--- config.mk ---
export PLATFORM = sky130hd
export DESIGN_NAME = icache_fetch
export DESIGN_NICKNAME = d
export VERILOG_FILES = /design/src/rtl/icache_fetch.sv
export SDC_FILE = /design/constraint.sdc
export NUM_CORES = 2
export LEC_CHECK = 0
export CORE_AREA = 8 8 336 665
export DETAILED_ROUTE_END_ITERATION = 12
export DIE_AREA = 0 0 344 673
export SYNTH_ARGS = -nofsm -noshare
export SYNTH_HDL_FRONTEND = slang
export SYNTH_SLANG_ARGS = --single-unit
--- constraint.sdc ---
create_clock -name clk -period 8.78 [get_ports clk]
set_input_delay 1.317 -clock clk [delete_from_list [all_inputs] [get_ports clk]]
set_output_delay 1.317 -clock clk [all_outputs]
set_load 0.005 [all_outputs]
--- src/rtl/icache_fetch.sv ---
// icache_fetch: direct-mapped instruction cache for the fetch stage.
// Hits return combinationally; a miss refills one line word-by-word over a
// single-beat AXI read channel and then replays the request.
// Optional build macro ICACHE_STATS_EN adds hit_count / miss_count.
module icache_fetch #(
   parameter int LINES = 16,
   parameter int WORDS = 4
) (
   input  logic        clk,
   input  logic        rst,
   input  logic        req_valid,
   input  logic [31:0] req_addr,
   input  logic        invalidate,
   output logic        rsp_valid,
   output logic [31:0] rsp_instr,
   output logic        stall,
   output logic        cache_miss_detected,
   output logic        refill_complete,
`ifdef ICACHE_STATS_EN
   output logic [31:0] hit_count,
   output logic [31:0] miss_count,
`endif
   output logic [31:0] ARADDR,
   output logic        ARVALID,
   input  logic        ARREADY,
   input  logic [31:0] RDATA,
   input  logic        RVALID,
   output logic        RREADY
);
   localparam int OB = $clog2(WORDS);
   localparam int IB = $clog2(LINES);
   localparam int TW = 32 - IB - OB - 2;
   localparam int KW = (OB > 0) ? OB : 1;

   typedef enum logic [1:0] {IDLE, AR, R, FILL} state_t;

   state_t           state, state_nxt;
   logic [LINES-1:0] valid;
   logic [TW-1:0]    tag_mem  [LINES];
   logic [31:0]      data_mem [LINES][WORDS];
   logic [31:0]      base;
   logic [KW-1:0]    k;
   logic             inv_pend;

   logic [IB-1:0] req_idx, base_idx;
   logic [TW-1:0] req_tag, base_tag;
   logic [KW-1:0] req_off;
   logic          hit, miss, last_beat;
   logic          unused_addr_bits;

   assign req_idx  = req_addr[IB+OB+1:OB+2];
   assign req_tag  = req_addr[31:IB+OB+2];
   assign base_idx = base[IB+OB+1:OB+2];
   assign base_tag = base[31:IB+OB+2];
   assign unused_addr_bits = &{1'b0, req_addr[1:0]};

   generate
      if (OB > 0) begin : g_off
         assign req_off = req_addr[OB+1:2];
      end else begin : g_no_off
         assign req_off = '0;
      end
   endgenerate

   // Lookup uses the valid bits as they stand this cycle, so an invalidate
   // arriving with a request does not affect that request.
   assign hit       = (state == IDLE) && req_valid && valid[req_idx] &&
                      (tag_mem[req_idx] == req_tag);
   assign miss      = (state == IDLE) && req_valid && !hit;
   assign last_beat = (k == KW'(WORDS - 1));

   // Next state and all handshake/status outputs.
   always_comb begin
      state_nxt           = state;
      rsp_valid           = hit;
      rsp_instr           = hit ? data_mem[req_idx][req_off] : '0;
      stall               = (state != IDLE) || miss;
      cache_miss_detected = miss;
      refill_complete     = (state == FILL);
      ARVALID             = (state == AR);
      RREADY              = (state == R);
      ARADDR              = base | (32'(k) << 2);
      case (state)
         IDLE:    if (miss) state_nxt = AR;
         AR:      if (ARREADY) state_nxt = R;
         R:       if (RVALID) state_nxt = last_beat ? FILL : AR;
         FILL:    state_nxt = IDLE;
         default: state_nxt = IDLE;
      endcase
   end

   // Control state: FSM, valid bits, line base, beat counter, pending invalidate.
   always_ff @(posedge clk) begin
      if (rst) begin
         state    <= IDLE;
         valid    <= '0;
         base     <= '0;
         k        <= '0;
         inv_pend <= 1'b0;
      end else begin
         state <= state_nxt;
         case (state)
            IDLE: begin
               if (miss) begin
                  base           <= {req_addr[31:OB+2], {(OB+2){1'b0}}};
                  k              <= '0;
                  valid[req_idx] <= 1'b0;
               end
               if (invalidate) valid <= '0;
            end
            AR, R: begin
               if (state == R && RVALID && !last_beat) k <= k + 1'b1;
               if (invalidate) inv_pend <= 1'b1;
            end
            FILL: begin
               // A flush seen during the refill wins over installing the line.
               if (inv_pend || invalidate) valid <= '0;
               else                        valid[base_idx] <= 1'b1;
               inv_pend <= 1'b0;
            end
            default: ;
         endcase
      end
   end

   // Data and tag arrays are not reset; valid bits gate their use.
   always_ff @(posedge clk) begin
      if (!rst && state == R && RVALID) begin
         data_mem[base_idx][k] <= RDATA;
         tag_mem[base_idx]     <= base_tag;
      end
   end

`ifdef ICACHE_STATS_EN
   // Event counters; the replayed request after a refill counts as a hit.
   always_ff @(posedge clk) begin
      if (rst) begin
         hit_count  <= '0;
         miss_count <= '0;
      end else begin
         if (hit)  hit_count  <= hit_count + 32'd1;
         if (miss) miss_count <= miss_count + 32'd1;
      end
   end
`endif

endmodule

==> impl_metrics.toml <==
[finish]
drive_gt1_share_pct = 29.9
finalNetCount = 4370
final_cells = 7269
design_area_sq_um = 108000
fin_util_pct = 50.4
areaGrowthSynthToFinish_pct = 12.7

[detailed_routing]
wirelength_mm = 235
detailedRoute.firstPassIterationCount = 7
num_vias = 43600
initialDrtViolationCount = 4592
postRouteAntennaNets = 0
post_drt_via_cell_ratio = 5.99
route.detailed.drc = 0
avgRoutedWirePerCell_um = 32.4

[floorplan]
initial_core_util_pct = 44.7
dieArea_sq_um = 232000
ioPinCount = 140
fp-row-count = 241
core-area_sq_um = 215000
die_x_um = 344
fp.dieH_um = 673

[timing]
timing_max_transition_violations_final = 0
max_slew.worst_pin.slew_ns = 1.21
clock_skew_ns = 0.0460
holdWs_ns = 0.464
final-setup-viol-count = 0
final.min_clock_period_ns = 7.34
fmax_mhz = 136
max_slew_margin_pct = 19.2
min_period_over_period_pct = 83.6
fin_setup_tns_ns = 0
setup_repair_after_global_routing_missed_its_margin = "no"
worst_slack_ns = 1.44
hold_violations = 0

[cts]
clock_sinks = 2481
post_cts_repair_timing_setup_buffer_count = 0
cts_hold_fix_bufs = 0
cts_made_buffers = 221
clock_slew_seen_by_the_registers_of_the_worst_setup_and_hold_paths_ns = 0.06
ctsHtreeMaxLevel = 4
clock_path_buffers = 4
post_cts.resized_instances = 0
clock_tree_from_tritoncts = "built"
clock_insertion_delay_at_the_later_pin_of_the_skew_report_ns = 0.87
clockRootBuffer = "sky130_fd_sc_hd__clkbuf_16"

[power_and_ir_drop]
power_density_nw_per_um2 = 226
internal_power_mw = 19.3
irDropWorstVdd_mv = 0.190
leakagePower_nw = 33.5
post-layout-total-power_mw = 24.5
share_seq_of_total_power_pct = 53.9
p_switching_mw = 5.11
combinationalPowerShare_pct = 5.5
relative_contribution_of_the_clock_network_to_total_power_pct = 40.5
p_sw_share_pct = 20.9

[worst_setup_path]
end_kind = "output pin"
start_kind = "input pin"
critical_path_cell_by_cell = "buf_8 -> buf_4 -> mux4_2 -> mux2i_1 -> xnor2_1 -> nor3_1 -> nand3_1 -> a21boi_0 -> nand4_2 -> inv_1 -> buf_4 -> and2_1 -> clkdlybuf4s50_1"
crit_slowest_cell = "sky130_fd_sc_hd__clkdlybuf4s50_1"
critical-path-top-cell-by-count = "sky130_fd_sc_hd__buf_4"
crit_path_max_incr_delay_ns = 0.60
worstPathRequired_ns = 7.46
cp.buffers_inverters = 5
critical-path-top-delay-family = "buffers and inverters"
timing.critical_path.arrival_ns = 6.02
critPathKind = "in -> out"
cp_max_fo = 79

[synth]
syn_area_sq_um = 96000
synth-edff-count = 2432
share_of_the_yosys_chip_area_belonging_to_registers_pct = 77.1
yosysUniqueCellTypes = 67
synthesis.area_per_instance_sq_um = 23.8
yosys_warnings = 0
synthCells = 4033
synthFlopType = "sky130_fd_sc_hd__edfxtp_1"
postSynth.asyncResetShare_pct = 0
yosys_register_bits = 2481

[placement]
routability_cong = 0.760
preCtsSetupSlack_ns = 1.34
port_buffers = 135
number_of_cells_after_detailed_placement = 6862
placement.cell_area_sq_um = 101000
detailedPlacementHpwl_mm = 126

[global_routing]
grt_pass1_wl_mm = 335
gr-total-overflow = 0
groute.usage.overall_pct = 20.2
maximum_number_of_pins_on_one_net_before_global_route_repair = 154
vias_in_the_first_global_route = 45500
number_of_antenna_violations_at_the_first_check_in_global_routing = 27

[run]
drv.max_cap_violation_count = 0

[hold_path]
holdCritPathClass = "reg -> reg"

[status]
status = "completed"
power by group through the flow:
stage          Combinational, mW  Clock (mW)  Sequential [mW]
2_1_floorplan              0.810           0             13.4
3_3_place_gp                1.33           0             13.4
3_5_place_dp                1.36           0             13.5
4_1_cts                     1.37        10.1             13.2
5_1_grt                     1.44        10.5             13.2
6_report                    1.35        9.91             13.2
layout make-up:
type | count | area (sq um)
inverters | 33 | 124
repair buffers | 245 | 2150
clock inverters | 123 | 1410
multi-input cells | 1309 | 21000
well taps | 2794 | 3500
diodes | 6 | 15.0
flip-flops and latches | 2481 | 74000
fillers | 16800 | 107000
clock buffers | 278 | 5970
layer usage:
layer | up-vias | global-route usage, % | routed length, um | part of all wire, %
li1 | 17800 | - | - | -
met1 | 23900 | 27.0 | 92400 | 39
met2 | 1518 | 35.5 | 124000 | 53
met3 | 315 | 2.84 | 14500 | 6.2
met4 | 2 | 4.13 | 4500 | 1.9
met5 | - | 0 | 13 | 0.0055
worst min-delay path, delay by kind of cell, from the launching register on:
family	cells	cell delay [ns]
compound gates	1	0.05
flops	1	0.31
simple gates	1	0.06
kinds of logic after synthesis:
| kind of cell | synth area share (%) |
|---|---|
| xor+xnor | 0.219 |
| flops | 77.1 |
| buf+inv | 1.25 |
| fa+ha+maj | 0.117 |
| simple gates | 1.68 |
| compound gates | 1.01 |
| mux | 18.6 |
| other cells | 0.00391 |
cells in the final DEF (no fill, tap or decap), types with 12 or more instances in the layout:
cell type                         instances
sky130_fd_sc_hd__a21oi_1                 12
sky130_fd_sc_hd__a22oi_1                 16
sky130_fd_sc_hd__and2_1                  37
sky130_fd_sc_hd__and2_2                  65
sky130_fd_sc_hd__buf_2                   35
sky130_fd_sc_hd__buf_4                  100
sky130_fd_sc_hd__bufinv_16               30
sky130_fd_sc_hd__clkbuf_1                42
sky130_fd_sc_hd__clkbuf_16              228
sky130_fd_sc_hd__clkdlybuf4s50_1         96
sky130_fd_sc_hd__clkinv_1                34
sky130_fd_sc_hd__clkinv_2                36
sky130_fd_sc_hd__clkinvlp_4              15
sky130_fd_sc_hd__dfxtp_1                 49
sky130_fd_sc_hd__edfxtp_1              2432
sky130_fd_sc_hd__inv_1                   33
sky130_fd_sc_hd__mux2_2                  18
sky130_fd_sc_hd__mux2i_1                 84
sky130_fd_sc_hd__mux4_2                 748
sky130_fd_sc_hd__nand2_1                 30
sky130_fd_sc_hd__nor2_1                  55
sky130_fd_sc_hd__nor2_4                  16
sky130_fd_sc_hd__nor2b_1                 12
sky130_fd_sc_hd__nor3_1                  13
sky130_fd_sc_hd__o21ai_0                 23
sky130_fd_sc_hd__xnor2_1                 17
synthesized netlist by cell type (4+ instances only):
cell                           n  area share, %
sky130_fd_sc_hd__buf_2        62           0.32
sky130_fd_sc_hd__ha_1          9           0.12
sky130_fd_sc_hd__xnor2_1      17           0.16
sky130_fd_sc_hd__nand3_1      10          0.052
sky130_fd_sc_hd__and2_1      102           0.66
sky130_fd_sc_hd__clkbuf_1     89           0.35
sky130_fd_sc_hd__or4_1         5          0.039
sky130_fd_sc_hd__nand2b_1     11          0.072
sky130_fd_sc_hd__inv_1        33           0.13
sky130_fd_sc_hd__o22ai_1      11          0.072
sky130_fd_sc_hd__mux4_2      748             18
sky130_fd_sc_hd__nand2_1      30           0.12
sky130_fd_sc_hd__nor4_1        6          0.039
sky130_fd_sc_hd__or2_2         5          0.033
sky130_fd_sc_hd__nand3b_1      4          0.031
sky130_fd_sc_hd__dfxtp_1      49            1.0
sky130_fd_sc_hd__edfxtp_1   2432             76
sky130_fd_sc_hd__nand4_1       5          0.033
sky130_fd_sc_hd__xor2_1        7          0.064
sky130_fd_sc_hd__o211ai_1      6          0.047
sky130_fd_sc_hd__nor3_1       13          0.068
sky130_fd_sc_hd__a21oi_1      12          0.063
sky130_fd_sc_hd__a22oi_1      16           0.13
sky130_fd_sc_hd__mux2_2       18           0.21
sky130_fd_sc_hd__nor2b_1      12          0.078
sky130_fd_sc_hd__nand4b_1      4          0.036
sky130_fd_sc_hd__a221oi_2      5          0.078
sky130_fd_sc_hd__nor2_1       71           0.28
sky130_fd_sc_hd__mux2i_1      84           0.88
sky130_fd_sc_hd__buf_1        25          0.098
sky130_fd_sc_hd__buf_6        21           0.25
sky130_fd_sc_hd__a2bb2oi_1     5          0.046
sky130_fd_sc_hd__o2bb2ai_1     5          0.046
sky130_fd_sc_hd__buf_4        14           0.11
sky130_fd_sc_hd__o21ai_0      23           0.12
sky130_fd_sc_hd__and3_1        7          0.046
sky130_fd_sc_hd__a221oi_1     10          0.091
flip-flops by register name, summed over array words and instances, names as in the netlist:
register	count
valid	16
data_mem	2048
tag_mem	384
inv_pend	1
state	2
base	28
k	2
path summary, 6_finish.rpt:
kind	slack (ns)	endpoint	from	depth (start not counted)
worst min register to register	0.46	inv_pend$_SDFFE_PP0P_	inv_pend$_SDFFE_PP0P_	2
worst max-delay path	1.44	rsp_instr[9]	req_addr[4]	13
worst min-delay path	0.46	inv_pend$_SDFFE_PP0P_	inv_pend$_SDFFE_PP0P_	2
worst max register to register	4.59	base[21]$_SDFFE_PP0P_	tag_mem[10][6]$_DFFE_PP_	11
(Power assumes the default switching activity.)
